$ cat src/rtl/cpu_pkg.sv
// Shared definitions for the ji3 CPU core: op codes, branch kinds, sequencer phases
// and the per-op write-enable classification used by the sequencer.
package cpu_pkg;

  typedef enum logic [3:0] {
    OP_ADD = 4'd0,
    OP_SUB = 4'd1,
    OP_CMP = 4'd2,
    OP_AND = 4'd3,
    OP_OR  = 4'd4,
    OP_XOR = 4'd5,
    OP_NEG = 4'd6,
    OP_NOT = 4'd7,
    OP_SLL = 4'd8,
    OP_SRL = 4'd9,
    OP_SRA = 4'd10,
    OP_MOV = 4'd11,
    OP_LD  = 4'd12,
    OP_ST  = 4'd13,
    OP_LIL = 4'd14,
    OP_HLT = 4'd15
  } op_e;

  typedef enum logic [1:0] {
    BR_NONE = 2'b00,
    BR_BCC  = 2'b01,
    BR_B    = 2'b10
  } br_e;

  typedef enum logic [2:0] {
    ST_F = 3'd0,
    ST_R = 3'd1,
    ST_X = 3'd2,
    ST_M = 3'd3,
    ST_W = 3'd4,
    ST_H = 3'd5
  } state_e;

  function automatic logic op_writes_flags(input op_e o);
    case (o)
      OP_ADD, OP_SUB, OP_CMP, OP_AND, OP_OR, OP_XOR,
      OP_NEG, OP_SLL, OP_SRL, OP_SRA: return 1'b1;
      default:                        return 1'b0;
    endcase
  endfunction

  // Anything not explicitly excluded writes the register file, like MOV.
  function automatic logic op_writes_rf(input op_e o);
    case (o)
      OP_CMP, OP_ST, OP_HLT: return 1'b0;
      default:              return 1'b1;
    endcase
  endfunction

endpackage

$ cat src/rtl/cpu_seq_ctrl_mem_wait_timer.sv
// Counts consecutive memory-wait cycles and flags expiry when the wait
// reaches MEM_TIMEOUT with the access still outstanding.
module mem_wait_timer #(
  parameter int unsigned TMO_W       = 8,
  parameter int unsigned MEM_TIMEOUT = 255
) (
  input  logic clk,
  input  logic rst_n,
  input  logic i_active,
  input  logic i_ready,
  output logic o_expire
);

  logic [TMO_W-1:0] r_tmo;
  logic             w_waiting;

  assign w_waiting = i_active & ~i_ready;
  assign o_expire  = w_waiting & (r_tmo == TMO_W'(MEM_TIMEOUT));

  always_ff @(posedge clk or negedge rst_n) begin
    if (!rst_n) begin
      r_tmo <= '0;
    end else if (w_waiting && !o_expire) begin
      r_tmo <= r_tmo + TMO_W'(1);
    end else begin
      r_tmo <= '0;
    end
  end

endmodule

$ cat src/rtl/cpu_seq_ctrl.sv
// Multi-cycle F/R/X/M/W sequencer for the ji3 core: drives IR/PC/RF/flags and
// memory strobes, resolves branches, halts on HLT or memory timeout.
module cpu_seq_ctrl
  import cpu_pkg::*;
#(
  parameter int unsigned CNT_W       = 32,
  parameter int unsigned TMO_W       = 8,
  parameter int unsigned MEM_TIMEOUT = 255
) (
  input  logic             clk,
  input  logic             rst_n,
  input  logic [3:0]       op,
  input  logic             use_im,
  input  logic [1:0]       br,
  input  logic             cond,
  input  logic             mem_ready,
  output logic [2:0]       state,
  output logic             ir_we,
  output logic             mem_re,
  output logic             mem_we,
  output logic             addr_sel,
  output logic             flags_we,
  output logic             rf_we,
  output logic             pc_we,
  output logic             pc_sel,
  output logic             halted,
  output logic             fault,
  output logic [CNT_W-1:0] retired
);

  state_e           r_state;
  logic             r_taken;
  logic             r_fault;
  logic [CNT_W-1:0] r_retired;

  op_e  w_op;
  logic w_is_br;
  logic w_mem_phase;
  logic w_expire;
  logic w_unused;

  assign w_op        = op_e'(op);
  assign w_is_br     = (br != BR_NONE);
  assign w_mem_phase = (r_state == ST_F) || (r_state == ST_M);
  assign w_unused    = use_im;

  mem_wait_timer #(
    .TMO_W       (TMO_W),
    .MEM_TIMEOUT (MEM_TIMEOUT)
  ) u_mem_wait_timer (
    .clk      (clk),
    .rst_n    (rst_n),
    .i_active (w_mem_phase),
    .i_ready  (mem_ready),
    .o_expire (w_expire)
  );

  always_ff @(posedge clk or negedge rst_n) begin
    if (!rst_n) begin
      r_state   <= ST_F;
      r_taken   <= 1'b0;
      r_fault   <= 1'b0;
      r_retired <= '0;
    end else begin
      case (r_state)
        ST_F: begin
          if (w_expire) begin
            r_state <= ST_H;
            r_fault <= 1'b1;
          end else if (mem_ready) begin
            r_state <= ST_R;
          end
        end
        ST_R: r_state <= ST_X;
        ST_X: begin
          if (w_op == OP_HLT) begin
            r_state <= ST_H;
          end else if (w_is_br) begin
            r_taken <= (br == BR_B) | ((br == BR_BCC) & cond);
            r_state <= ST_W;
          end else if ((w_op == OP_LD) || (w_op == OP_ST)) begin
            r_state <= ST_M;
          end else begin
            r_state <= ST_W;
          end
        end
        ST_M: begin
          if (w_expire) begin
            r_state <= ST_H;
            r_fault <= 1'b1;
          end else if (mem_ready) begin
            r_state <= ST_W;
          end
        end
        ST_W: begin
          r_taken   <= 1'b0;
          r_retired <= r_retired + CNT_W'(1);
          r_state   <= ST_F;
        end
        ST_H:    r_state <= ST_H;
        default: r_state <= ST_F;
      endcase
    end
  end

  // Strobes are gated by rst_n so an in-flight access drops the instant reset asserts.
  always_comb begin
    ir_we    = 1'b0;
    mem_re   = 1'b0;
    mem_we   = 1'b0;
    addr_sel = 1'b0;
    flags_we = 1'b0;
    rf_we    = 1'b0;
    pc_we    = 1'b0;
    pc_sel   = 1'b0;
    if (rst_n) begin
      case (r_state)
        ST_F: begin
          mem_re = 1'b1;
          ir_we  = mem_ready;
        end
        ST_X: begin
          if ((w_op != OP_HLT) && !w_is_br) flags_we = op_writes_flags(w_op);
        end
        ST_M: begin
          addr_sel = 1'b1;
          mem_re   = (w_op == OP_LD);
          mem_we   = (w_op == OP_ST);
        end
        ST_W: begin
          pc_we  = 1'b1;
          pc_sel = r_taken;
          rf_we  = !w_is_br && op_writes_rf(w_op);
        end
        default: ;
      endcase
    end
  end

  assign state   = r_state;
  assign halted  = (r_state == ST_H);
  assign fault   = r_fault;
  assign retired = r_retired;

endmodule

$ cat config.mk
export PLATFORM = sky130hd
export DESIGN_NAME = cpu_seq_ctrl
export DESIGN_NICKNAME = d
export VERILOG_FILES = /design/src/rtl/cpu_pkg.sv /design/src/rtl/cpu_seq_ctrl_mem_wait_timer.sv /design/src/rtl/cpu_seq_ctrl.sv
export SDC_FILE = /design/constraint.sdc
export NUM_CORES = 1
export LEC_CHECK = 0
export ABC_AREA = 1
export BUFFER_PORTS_ARGS = -buffer_cell sky130_fd_sc_hd__buf_2
export CAP_MARGIN = 0
export CORE_ASPECT_RATIO = 0.9
export CORE_MARGIN = 8
export CORE_UTILIZATION = 25
export DETAILED_ROUTE_END_ITERATION = 8
export GPL_TIMING_DRIVEN = 0
export PLACE_DENSITY = 0.46
export SLEW_MARGIN = 30
export SYNTH_ARGS = -nofsm -noshare
export SYNTH_HDL_FRONTEND = slang
export SYNTH_SLANG_ARGS = --single-unit
export TNS_END_PERCENT = 50
$ cat constraint.sdc
create_clock -name clk -period 1.4 [get_ports clk]
set_input_delay 0.28 -clock clk [delete_from_list [all_inputs] [get_ports clk]]
set_output_delay 0.28 -clock clk [all_outputs]
set_load 0.01 [all_outputs]
Word level (Yosys, flattened, before mapping):

Memories as Yosys holds them, arrays and structs flattened.
Cells that the tools add are included.

* register bits: 45
* bits in read-only memories: 16
* bits of input ports: 11
* output and inout port bits: 45
* memories: 1

* $add $sub $neg: 2
* equality and inequality tests: 17
* multiplexer cells: 32
* bitwise operators: 5
* reductions and logical operators: 15

Memory list
* (no name shown): words 16, bits a word 1, rd ports 1, clocked after Yosys merged registers in 0, wr ports 0, line cpu_pkg.sv:40 `case (o)`

Operator list (number)
* $add A32 B1 Y32 const B: 1
* $mux W1: 21
* $mux W3: 7
* $pmux W3 S5: 1
* $eq A4 B4 Y1 const B: 3
* $add A8 B1 Y8 const B: 1
* $eq A8 B8 Y1 const B: 1
* $mux W8: 1
* $eq A3 B2 Y1 const B: 2
* $eq A3 B3 Y1 const B: 2
* $ne A3 B2 Y1 const B: 2
* $eq A4 B2 Y1 const B: 1
* $ne A2 B2 Y1 const B: 2
* $ne A4 B4 Y1 const B: 1
* $pmux W1 S2: 2
* $reduce_and A2 Y1: 2
* $reduce_bool A2 Y1: 2
* $and A1 B1 Y1: 3
* $eq A3 B1 Y1 const B: 1
* $logic_and A1 B1 Y1: 3
* $logic_not A3 Y1: 1
* $reduce_and A3 Y1: 1
* $reduce_or A3 Y1: 1
* $eq A2 B1 Y1 const B: 1
* other kinds (6): 8

Depth between registers and ports, before layout:

Gate-level depths: netlist of the first run.

* depth in word-level cells: 8
* depth in mapped cells: 9

Hierarchy:

Synthesis of the first run repeated with hierarchy kept, for this count alone.

* cells, all modules: 320
* area total of the unflattened synthesis: 2612.5 um^2

By module, submodules not included
* cpu_seq_ctrl: times used 1, cells each 264, area an instance 2164.6 um^2
* mem_wait_timer: times used 1, cells each 56, area an instance 447.9 um^2

Worst setup path after synthesis of the first run:

Ideal clock, no wire load.

* path type: reg-to-output
* start point: reg r_state[1], in the netlist state[1]
* end point: out rf_we
* data arrival time: 1.364 ns
* setup slack: -0.244 ns
* cell stages (with the launch flop): 6
* path buffers: 0
* cells stage by stage: dfrtp_1 -> inv_1 -> nand3_4 -> nor2_1 -> nand2_1 -> a211oi_1

* cells in the longest elaborated chain, start to end: 3

RTL lines
* start, declared: line cpu_seq_ctrl.sv:31 `state_e r_state;`
* start signal, assigned: line cpu_seq_ctrl.sv:60 `r_state <= ST_F;`
* start signal, assigned: line cpu_seq_ctrl.sv:68 `r_state <= ST_H;`
* start signal, assigned: line cpu_seq_ctrl.sv:71 `r_state <= ST_R;`
* $eq A3 B3 Y1: line cpu_seq_ctrl.sv:117 `case (r_state)`
* $mux W1: line cpu_seq_ctrl.sv:117
* $mux W1: line cpu_seq_ctrl.sv:116 `if (rst_n) begin`
* end, declared: line cpu_seq_ctrl.sv:23 `output logic rf_we,`

No other way between the ends.

Worst setup path after layout of the first run:

* start point: reg r_state[2], in the netlist state[2]
* end point: out flags_we

* cells in the longest elaborated chain, start to end: 3

RTL lines
* $eq A3 B2 Y1: line cpu_seq_ctrl.sv:117
* $mux W1: line cpu_seq_ctrl.sv:117
* $mux W1: line cpu_seq_ctrl.sv:116
* end, declared: line cpu_seq_ctrl.sv:22 `output logic flags_we,`

No other way between the ends.

==> flow_metrics.env, run 1 <==
export IMPL_grt_pass1_vias=2765
export IMPL_hold_path_class="in -> async"
export IMPL_violations="hold timing, setup timing"
export IMPL_dp_cells=619
export IMPL_num_vias=2846
export IMPL_clk_pin_slew_worst_paths_ns=0.06
export IMPL_rsz0062_at_grt="true"
export IMPL_pre_cts_slack_ns=-0.621
export IMPL_setup_viol=16
export IMPL_synth_flop_cell="dfrtp_1"
export IMPL_met1_length_mm=3.79
export IMPL_min_period_ns=1.66
export IMPL_critPathKind="reg -> out"
export IMPL_portBuffers=54
export IMPL_die_x_um=129
export IMPL_num_fill_cells=1209
export IMPL_startpoint_type="flip-flop"
export IMPL_leakage_nw=2.10
export IMPL_routabilityCongestion=0.796
export IMPL_max_slew_margin_rel_pct=74.4
export IMPL_worstSetupStartpoint="state[2]$_DFFE_PN0P_"
export IMPL_yosysWarnings=0
export IMPL_start_util_pct=25.4
export IMPL_hold_viol=45
export IMPL_drt_wl_total_mm=8.47
export IMPL_fmax_mhz=601
export IMPL_syn_area_sq_mm=0.00287
export IMPL_cp_max_fo=4
export IMPL_die_h_um=118
export IMPL_clock_skew_ns=0.00771
export IMPL_drt_iter0_drc=101
export IMPL_synth_area_leader_cell="dfrtp_1"
export IMPL_finalCoreUtilization_pct=38.9
export IMPL_overflow=0
export IMPL_htree_levels=2
export IMPL_num_antenna_cells=0
export IMPL_core_sq_mm=0.0113
export IMPL_syn2layout_area_growth_pct=53.2
export IMPL_total_power_mw=4.77
export IMPL_worst_slew_pin_slew_ns=0.383
export IMPL_clk_latency_ns=0.29
export IMPL_synth_async_reset_ratio_pct=100
export IMPL_cap_violations=0
export IMPL_io_pins=56
export IMPL_dpl_hpwl_mm=6.02
export IMPL_clkSinkCount=45
export IMPL_placementRows=37
export IMPL_top_layer="met4"
export IMPL_viasPerCell=4.20
export IMPL_ctsRootBufferMaster="clkbuf_16"
export IMPL_whs_ns=-0.157
export IMPL_peakVddDrop_mv=0.564
export IMPL_grt_max_degree=47
export IMPL_die_area_sq_mm=0.0152
export IMPL_finalWorstSetupSlack_ns=-0.265
export IMPL_first_pass_iters=4
export IMPL_syn_avg_cell_area_sq_um=7.01
export IMPL_routedWlPerCell_um=12.5
export IMPL_p_per_area_mw_per_mm2=1090
export IMPL_synth_edf_count=0
export IMPL_finalCritPeriodShare_pct=119
export IMPL_grt_pass1_wl_mm=13.4
export IMPL_seq_area_frac_synth_pct=39.3
export IMPL_ys_types=30
export IMPL_ys_seq_elements=45
export IMPL_cp_required_ns=1.12
export IMPL_route_detailed_drc=0
export IMPL_synthTopCellsByArea="dfrtp_1 (39%), nand2_1 (20%), nor2_1 (8.2%)"
export IMPL_status="complete, but fails checks"
export IMPL_cts_buffers=5
export IMPL_dr_wl_met2_mm=4.03
export IMPL_fin_nets=533
export IMPL_synth_nets=422
export IMPL_synth_top_area_share_pct=39.3
export IMPL_worstPathArrival_ns=1.38
export IMPL_drive_gt1_share_pct=47.8
export IMPL_syn_inst=409
export IMPL_route_met3_wl_um=527
export IMPL_track_usage_pct=10.9
export IMPL_worst_setup_path_end_kind="primary output"
export IMPL_slew_viol_final=0
export IMPL_clk_path_buf_depth=2
export IMPL_fin_cells=677
export IMPL_antenna_found_initial=0
export IMPL_r2r_start="state[0]$_DFFE_PN0P_"
export IMPL_cts_tree="built"
export IMPL_antenna_left=0
export IMPL_reg2reg_depth=8
==> metal layers <==
metal | up-vias | GRT usage, %
met5 | - | 0
li1 | 1485 | -
met3 | 8 | 3.35
met1 | 1301 | 13.3
met2 | 52 | 18.3
met4 | 0 | 2.49
==> metrics by stage <==
stage               cell area (sq um)  TNS (ns)
finish                           4390     -2.06
global route                     4390     -4.91
CTS                              3820     -2.14
detailed placement               3370     -5.28
global placement                 3370     -9.08
floorplan                        2900  -0.00489
==> cell type report <==
cell class | count | area [sq um] | share of cell area [%]
Buffer | 2 | 20.0 | 0.456
Clock buffer | 8 | 146 | 3.33
Inverter | 51 | 196 | 4.47
Multi-Input combinational cell | 311 | 1990 | 45.3
Sequential cell | 45 | 1160 | 26.3
Tap cell | 156 | 195 | 4.45
Timing Repair Buffer | 104 | 689 | 15.7
==> final timing paths <==
kind,end,slack (ns)
max in group asynchronous,retired[26]$_DFFE_PN0P_,1.32
hold / removal,retired[8]$_DFFE_PN0P_,-0.16
setup / recovery,flags_we,-0.26
min in group clk,u_mem_wait_timer.r_tmo[3]$_DFF_PN0_,0.31
hold reg to reg,fault$_DFFE_PN0P_,0.46
setup reg to reg,retired[9]$_DFFE_PN0P_,-0.11
==> cells in the final DEF (no fill, tap or decap), types with 6 or more instances in the layout <==
cell and count:
nor2_2 16, nor2_4 28, buf_4 45, nand2_2 30
nand2_4 6, inv_1 42, dfrtp_2 24, inv_2 8
dfrtp_1 21, nand2_1 116, nand4_1 9, buf_2 53
xor2_1 14, nand3_1 14, nor2_1 31
==> cells by family (layout without fill, tap and decap cells) <==
kind of cell,count (synthesis),count (layout),share of synthesized area [%]
AOI/OAI and AO/OA,14,14,2.84
xor gates and xnor gates,19,19,5.81
adders and majority gates,2,2,0.873
buffers and inverters,53,165,7.20
DFF,45,45,39.3
and+or+nand+nor,276,276,44.0
==> critical path, stage by stage, from the launching register on <==
cell	delay [ns]
dfrtp_2	0.45
inv_2	0.11
nand2_4	0.07
nor2_4	0.09
nand2_2	0.08
nor4_4	0.13
buf_2	0.17
==> where the power goes <==
| part | switching [mW] | internal, mW |
|---|---|---|
| sequential | 0.192 | 1.45 |
| clock | 0.491 | 0.713 |
| combinational | 1.05 | 0.871 |
| total | 1.74 | 3.04 |
==> sequential cells by signal, indices dropped and copies added, names as in the netlist <==
| name | cells |
|---|---|
| retired | 32 |
| u_mem_wait_timer.r_tmo | 8 |
| state | 3 |
| fault | 1 |
| r_taken | 1 |
==> cells in the mapped netlist (3+ instances only) <==
cell,count
nor2_4,5
xnor2_1,5
nand3b_1,4
nand2_1,150
nand3_1,17
nand2_2,3
inv_1,49
xor2_1,14
o21ai_0,6
nand4_1,9
nor2_2,7
a21oi_1,4
nor2_1,63
nor3_1,5
dfrtp_1,45
nand3_2,6
==> timing repair <==
item,4_1_cts,5_1_grt
endpoints found under the setup margin,39,44
gates cloned,0,0
setup buffers,20,31
gates resized for setup,46,105
endpoints found under the hold margin,45,45
pin swaps,10,41
(Power assumes the default switching activity.)
==> run 2, diff against run 1 <==
CORE_UTILIZATION = 30   (was 25)
PLACE_DENSITY = 0.52   (was 0.46)
==> run 2 against run 1 <==
Compared with the run above:
- global-route usage is 1.2 points higher
- largest cell class unchanged
- register-to-register slack got worse by 0.05 ns
- core utilization grew 5.9 points
- total power down 11%
- sequential cell count unchanged
- via count fell by 0.35%
- die area fell by 15%
- setup slack got worse by 0.012 ns
- the flow still finishes with violations (hold timing, setup timing)
- cell count fell by 4.4%
- critical endpoint is now rf_we
- clock power is 27% lower
==> flow_metrics.env, run 2 (synthesis gave the netlist of run 1 again) <==
export IMPL_ctsRootBufferMaster="clkbuf_8"
export IMPL_p_comb_share_pct=42.0
export IMPL_final_cell_mix="nand2_1 (123), buf_2 (52), buf_4 (47), inv_1 (42), nor2_1 (30)"
export IMPL_first_pass_iters=4
export IMPL_p_int_mw=2.64
export IMPL_route_detailed_drc=0
export IMPL_peakVddDrop_mv=0.726
export IMPL_switching_share_pct=38.2
export IMPL_clock_skew_ns=0.0191
export IMPL_antenna_left=0
export IMPL_slew_viol_final=0
export IMPL_dp_cells=589
export IMPL_cts_buffers=5
export IMPL_antenna_found_initial=0
export IMPL_layout_commonest_cell="nand2_1"
export IMPL_routabilityCongestion=0.771
export IMPL_power_frac_seq_pct=37.6
export IMPL_routedWlPerCell_um=12.5
export IMPL_cp_required_ns=1.12
export IMPL_clk_pin_slew_worst_paths_ns=0.09
export IMPL_die_h_um=109
export IMPL_grt_max_degree=47
export IMPL_worst_setup_path_end_kind="primary output"
export IMPL_p_sw_mw=1.63
export IMPL_fmax_mhz=597
export IMPL_leakage_nw=2.05
export IMPL_tns_ns=-2.37
export IMPL_dpl_hpwl_mm=5.75
export IMPL_clkSinkCount=45
export IMPL_startpoint_type="flip-flop"
export IMPL_status="complete, but fails checks"
export IMPL_setup_viol=20
export IMPL_rsz0062_at_grt="true"
export IMPL_core_sq_mm=0.00949
export IMPL_num_antenna_cells=0
export IMPL_p_per_area_mw_per_mm2=1010
export IMPL_hold_path_class="in -> async"
export IMPL_total_power_mw=4.27
export IMPL_track_usage_pct=12.1
export IMPL_fin_cells=647
export IMPL_die_area_sq_mm=0.0129
export IMPL_num_vias=2836
export IMPL_die_x_um=119
export IMPL_min_period_ns=1.68
export IMPL_grt_pass1_vias=2761
export IMPL_whs_ns=-0.174
export IMPL_regArea_sq_mm=0.00115
export IMPL_io_pins=56
export IMPL_grt_pass1_wl_mm=13.0
export IMPL_hold_viol=45
export IMPL_portBuffers=54
export IMPL_worstPathArrival_ns=1.40
export IMPL_cap_violations=0
export IMPL_placementRows=34
export IMPL_critPathKind="reg -> out"
export IMPL_cp_max_fo=4
export IMPL_drive_gt1_share_pct=46.4
export IMPL_violations="hold timing, setup timing"
export IMPL_num_fill_cells=941
export IMPL_pwr_share_clk_pct=20.4
export IMPL_finalCritPeriodShare_pct=120
export IMPL_worst_slew_pin_slew_ns=0.261
export IMPL_fin_nets=533
export IMPL_finalWorstSetupSlack_ns=-0.276
export IMPL_multi_input_area_sq_mm=0.00193
export IMPL_drt_wl_total_mm=8.10
export IMPL_overflow=0
export IMPL_htree_levels=2
export IMPL_start_util_pct=30.2
export IMPL_viasPerCell=4.38
export IMPL_cts_tree="built"
export IMPL_syn2layout_area_growth_pct=48.1
export IMPL_drt_iter0_drc=97
export IMPL_largest_reg_flops=32
export IMPL_max_slew_margin_rel_pct=82.5
export IMPL_clk_path_buf_depth=2
export IMPL_clk_latency_ns=0.30
-- run 2: cell count changes in the layout (fill, tap and decap cells not counted), sizes merged --
cell,before,now
clkinv,1,3
inv,50,49
clkbuf,8,6
clkinvlp,0,1
-- run 2: what timing repair did --
action | in CTS | in global routing
gates resized for setup | 47 | 92
hold endpoints to repair | 45 | 45
endpoints found under the setup margin | 36 | 45
buffers inserted | 21 | 30
pin swaps | 8 | 32
gates cloned | 0 | 0
-- run 2: per-layer routing --
layer  routed length [um]  global-route usage, %  vias up
li1                     -                      -     1486
met1                 3750                   14.9     1295
met2                 3850                   20.7       49
met3                  413                   3.57        6
met4                   91                   2.71        0
met5                    0                      0        -
-- run 2: area by class of cell --
cell class	count	share of cell area, %
multi-input combinational	311	45.5
sequential	45	27.2
timing repair buffer	104	16.1
inverter	51	4.77
tap	126	3.71
clock buffer	6	1.94
buffer	2	0.530
clock inverter	2	0.324
-- run 2: per-stage QoR --
step / setup WS [ns] / utilization, % / cell area, sq um
CTS: -0.300 / 39.6 / 3750
finish: -0.276 / 44.8 / 4250
global placement: -1.02 / 35.1 / 3330
global route: -0.384 / 44.8 / 4250
floorplan: -0.00343 / - / 2900
detailed placement: -0.610 / 35.1 / 3330
-- run 2: worst paths after layout --
kind,startpoint,end,slack [ns],cells past startpoint
worst max-delay path,state[0]$_DFFE_PN0P_,rf_we,-0.28,6
worst min-delay path,rst_n,retired[8]$_DFFE_PN0P_,-0.17,1
worst max register to register,state[0]$_DFFE_PN0P_,retired[9]$_DFFE_PN0P_,-0.16,9
worst min register to register,fault$_DFFE_PN0P_,fault$_DFFE_PN0P_,0.46,1
max in group asynchronous,rst_n,state[2]$_DFFE_PN0P_,1.31,1
min in group clk,mem_ready,u_mem_wait_timer.r_tmo[3]$_DFF_PN0_,0.31,4
-- run 2: power groups by stage --
| stage | clock (mW) | sequential, mW | combinational [mW] |
|---|---|---|---|
| global placement | 0 | 1.66 | 1.09 |
| global route | 0.967 | 1.62 | 1.98 |
| detailed placement | 0 | 1.66 | 1.11 |
| finish | 0.872 | 1.60 | 1.80 |
| floorplan | 0 | 1.67 | 0.711 |
| CTS | 0.906 | 1.60 | 1.58 |
-- run 2: critical path, cell delays in order (launching register included) --
cell,delay [ns]
dfrtp_2,0.43
inv_2,0.08
nand3_4,0.11
nor2_4,0.12
nand2_2,0.06
a211oi_2,0.14
buf_2,0.16
==> run 3, diff against run 2 <==
ABC_AREA = unset   (was 1)
ABC_CLOCK_PERIOD_IN_PS = 1400   (was unset)
PLACE_DENSITY = 0.54   (was 0.52)
==> run 3 against run 2 <==
Compared with the run above:
- the flow still finishes with violations (hold timing, setup timing)
- count of clock-buffer cells in the layout is 2 higher
- clock power decreased by 4.1%
- largest power group unchanged
- die area down 17%
- synthesized cell count shrank 47%
- worst hold slack better by 0.086 ns
==> flow_metrics.env, run 3 <==
export IMPL_hold_viol=45
export IMPL_synth_flop_cell="dfrtp_1"
export IMPL_dpl_instance_area_sq_mm=0.00276
export IMPL_leakage_nw=1.62
export IMPL_total_power_mw=4.40
export IMPL_drt_wl_total_mm=5.77
export IMPL_whs_ns=-0.0882
export IMPL_layout_commonest_cell="buf_2"
export IMPL_overflow=0
export IMPL_final_cell_mix="buf_2 (51), dfrtp_1 (42), xnor2_1 (25), buf_6 (18)"
export IMPL_cap_violations=0
export IMPL_portBuffers=54
export IMPL_worst_setup_path_end_kind="primary output"
export IMPL_synth_nets=230
export IMPL_viasPerCell=4.81
export IMPL_rsz0062_at_grt="true"
export IMPL_num_antenna_cells=0
export IMPL_setup_viol=54
export IMPL_fin_nets=320
export IMPL_clkSinkCount=45
export IMPL_critical_path_max_stage_delay_ns=0.40
export IMPL_status="complete, but fails checks"
export IMPL_peakVddDrop_mv=1.12
export IMPL_startpoint_type="flip-flop"
export IMPL_die_area_sq_mm=0.0108
export IMPL_slowest_stage="dfrtp_1"
export IMPL_clk_path_buf_depth=2
export IMPL_syn_area_sq_mm=0.00232
export IMPL_num_vias=1943
export IMPL_synthXorXnorAreaFrac_pct=14.0
export IMPL_die_h_um=99.4
export IMPL_synth_fa_ha_area_share_pct=1.08
export IMPL_critPathBufInv=2
export IMPL_htree_levels=2
export IMPL_finalWorstSetupSlack_ns=-0.486
export IMPL_slew_viol_final=0
export IMPL_ys_types=44
export IMPL_placementRows=30
export IMPL_io_pins=56
export IMPL_cts_buffers=5
export IMPL_drive_gt1_share_pct=45.5
export IMPL_clk_latency_ns=0.30
export IMPL_syn_inst=217
export IMPL_synth_top_family_by_area="simple AND/OR/NAND/NOR gates"
export IMPL_route_detailed_drc=0
export IMPL_ctsRootBufferMaster="clkbuf_8"
export IMPL_p_per_area_mw_per_mm2=1310
export IMPL_syn_avg_cell_area_sq_um=10.7
export IMPL_min_period_ns=1.89
export IMPL_first_pass_iters=4
export IMPL_synth_async_reset_ratio_pct=100
export IMPL_final_cell_area_sq_mm=0.00335
export IMPL_grt_pass1_wl_mm=9.53
export IMPL_synthTopCellsByArea="dfrtp_1 (49%), xnor2_1 (10%), xor2_1 (3.8%)"
export IMPL_hold_path_class="in -> async"
export IMPL_muxShareOfSynthArea_pct=0.486
export IMPL_max_slew_margin_rel_pct=70.6
export IMPL_antenna_left=0
export IMPL_synth_area_leader_cell="dfrtp_1"
export IMPL_synthTopCellsByCount="dfrtp_1 (45), xnor2_1 (27), nor2_1 (19)"
export IMPL_cp_required_ns=1.12
export IMPL_crit_chain="clkbuf_8, nor3b_4, and2_4, nand2_2, a311oi_2, buf_2"
export IMPL_synth_compound_area_share_pct=5.24
export IMPL_seq_area_frac_synth_pct=48.6
export IMPL_worstPathArrival_ns=1.61
export IMPL_die_x_um=109
export IMPL_cp_top_family="simple AND/OR/NAND/NOR gates"
export IMPL_cp_max_fo=2
export IMPL_routabilityCongestion=0.738
export IMPL_grt_pass1_vias=1934
export IMPL_yosysWarnings=0
export IMPL_grt_max_degree=50
export IMPL_clock_skew_ns=0.00682
export IMPL_critPathKind="reg -> out"
export IMPL_worst_slew_pin_slew_ns=0.441
export IMPL_largest_reg_flops=32
export IMPL_cts_tree="built"
export IMPL_fmax_mhz=530
export IMPL_drt_iter0_drc=96
export IMPL_synth_edf_count=0
export IMPL_dpl_hpwl_mm=3.84
export IMPL_routedWlPerCell_um=14.3
export IMPL_violations="hold timing, setup timing"
export IMPL_yosys_area_share_simple_pct=28.7
export IMPL_syn2layout_area_growth_pct=44.7
export IMPL_synth_top_area_share_pct=48.6
export IMPL_start_util_pct=30.9
export IMPL_yosysMostFrequentCell="dfrtp_1"
export IMPL_track_usage_pct=10.8
export IMPL_antenna_found_initial=0
export IMPL_ys_seq_elements=45
export IMPL_core_sq_mm=0.00751
export IMPL_clk_pin_slew_worst_paths_ns=0.09
export IMPL_finalCritPeriodShare_pct=135
run 3: final cells by class:
type	count	area, sq um
Sequential cell	45	1130
Tap cell	96	120
Fill cell	722	4150
Buffer	5	62.6
Timing Repair Buffer	83	572
Clock buffer	8	90.1
Inverter	3	11.3
Multi-Input combinational cell	164	1370
run 3: cell families after synthesis:
group / count (synthesis)
simple gates: 107
flops: 45
xor+xnor: 37
compound gates: 17
buf+inv: 8
fa+ha+maj: 2
mux: 1
run 3: final timing paths:
path	from	end	slack, ns	cells after the start
worst min-delay path	rst_n	retired[27]$_DFFE_PN0P_	-0.09	1
worst max register to register	state[1]$_DFFE_PN0P_	retired[26]$_DFFE_PN0P_	-0.43	7
max in group asynchronous	rst_n	retired[4]$_DFFE_PN0P_	1.16	1
worst min register to register	fault$_DFFE_PN0P_	fault$_DFFE_PN0P_	0.47	1
min in group clk	mem_ready	u_mem_wait_timer.r_tmo[4]$_DFF_PN0_	0.37	3
worst max-delay path	state[0]$_DFFE_PN0P_	rf_we	-0.49	6
run 3: power by group:
| part | switching [mW] | total [mW] | internal [mW] |
|---|---|---|---|
| Clock | 0.432 | 0.836 | 0.403 |
| Combinational | 0.864 | 1.92 | 1.06 |
| Sequential | 0.187 | 1.64 | 1.45 |
run 3: per-layer routing:
| metal | up-vias | global-route usage (%) | wire (um) |
|---|---|---|---|
| li1 | 968 | - | - |
| met1 | 936 | 14.5 | 2780 |
| met2 | 31 | 16.8 | 2730 |
| met3 | 8 | 2.39 | 189 |
| met4 | 0 | 3.15 | 68 |
| met5 | - | 0 | 0 |
run 3: through the flow:
step                      setup slack [ns]  instances  utilization, %  setup TNS [ns]
final                               -0.486        404            44.7          -13.68
after global routing                -0.587        404            44.7          -18.35
after CTS                           -0.489        391            41.2          -11.25
after detailed placement            -0.476        367            36.8           -9.56
after global placement              -0.863        367            36.8          -12.51
after floorplan                     -0.294        217               -           -2.04
run 3: repair_timing:
action	in CTS	in global routing
cloned	0	1
endpoints found under the hold margin	45	45
buffers inserted	16	13
endpoints found under the setup margin	47	53
resized for setup	28	35
pin swaps	22	32
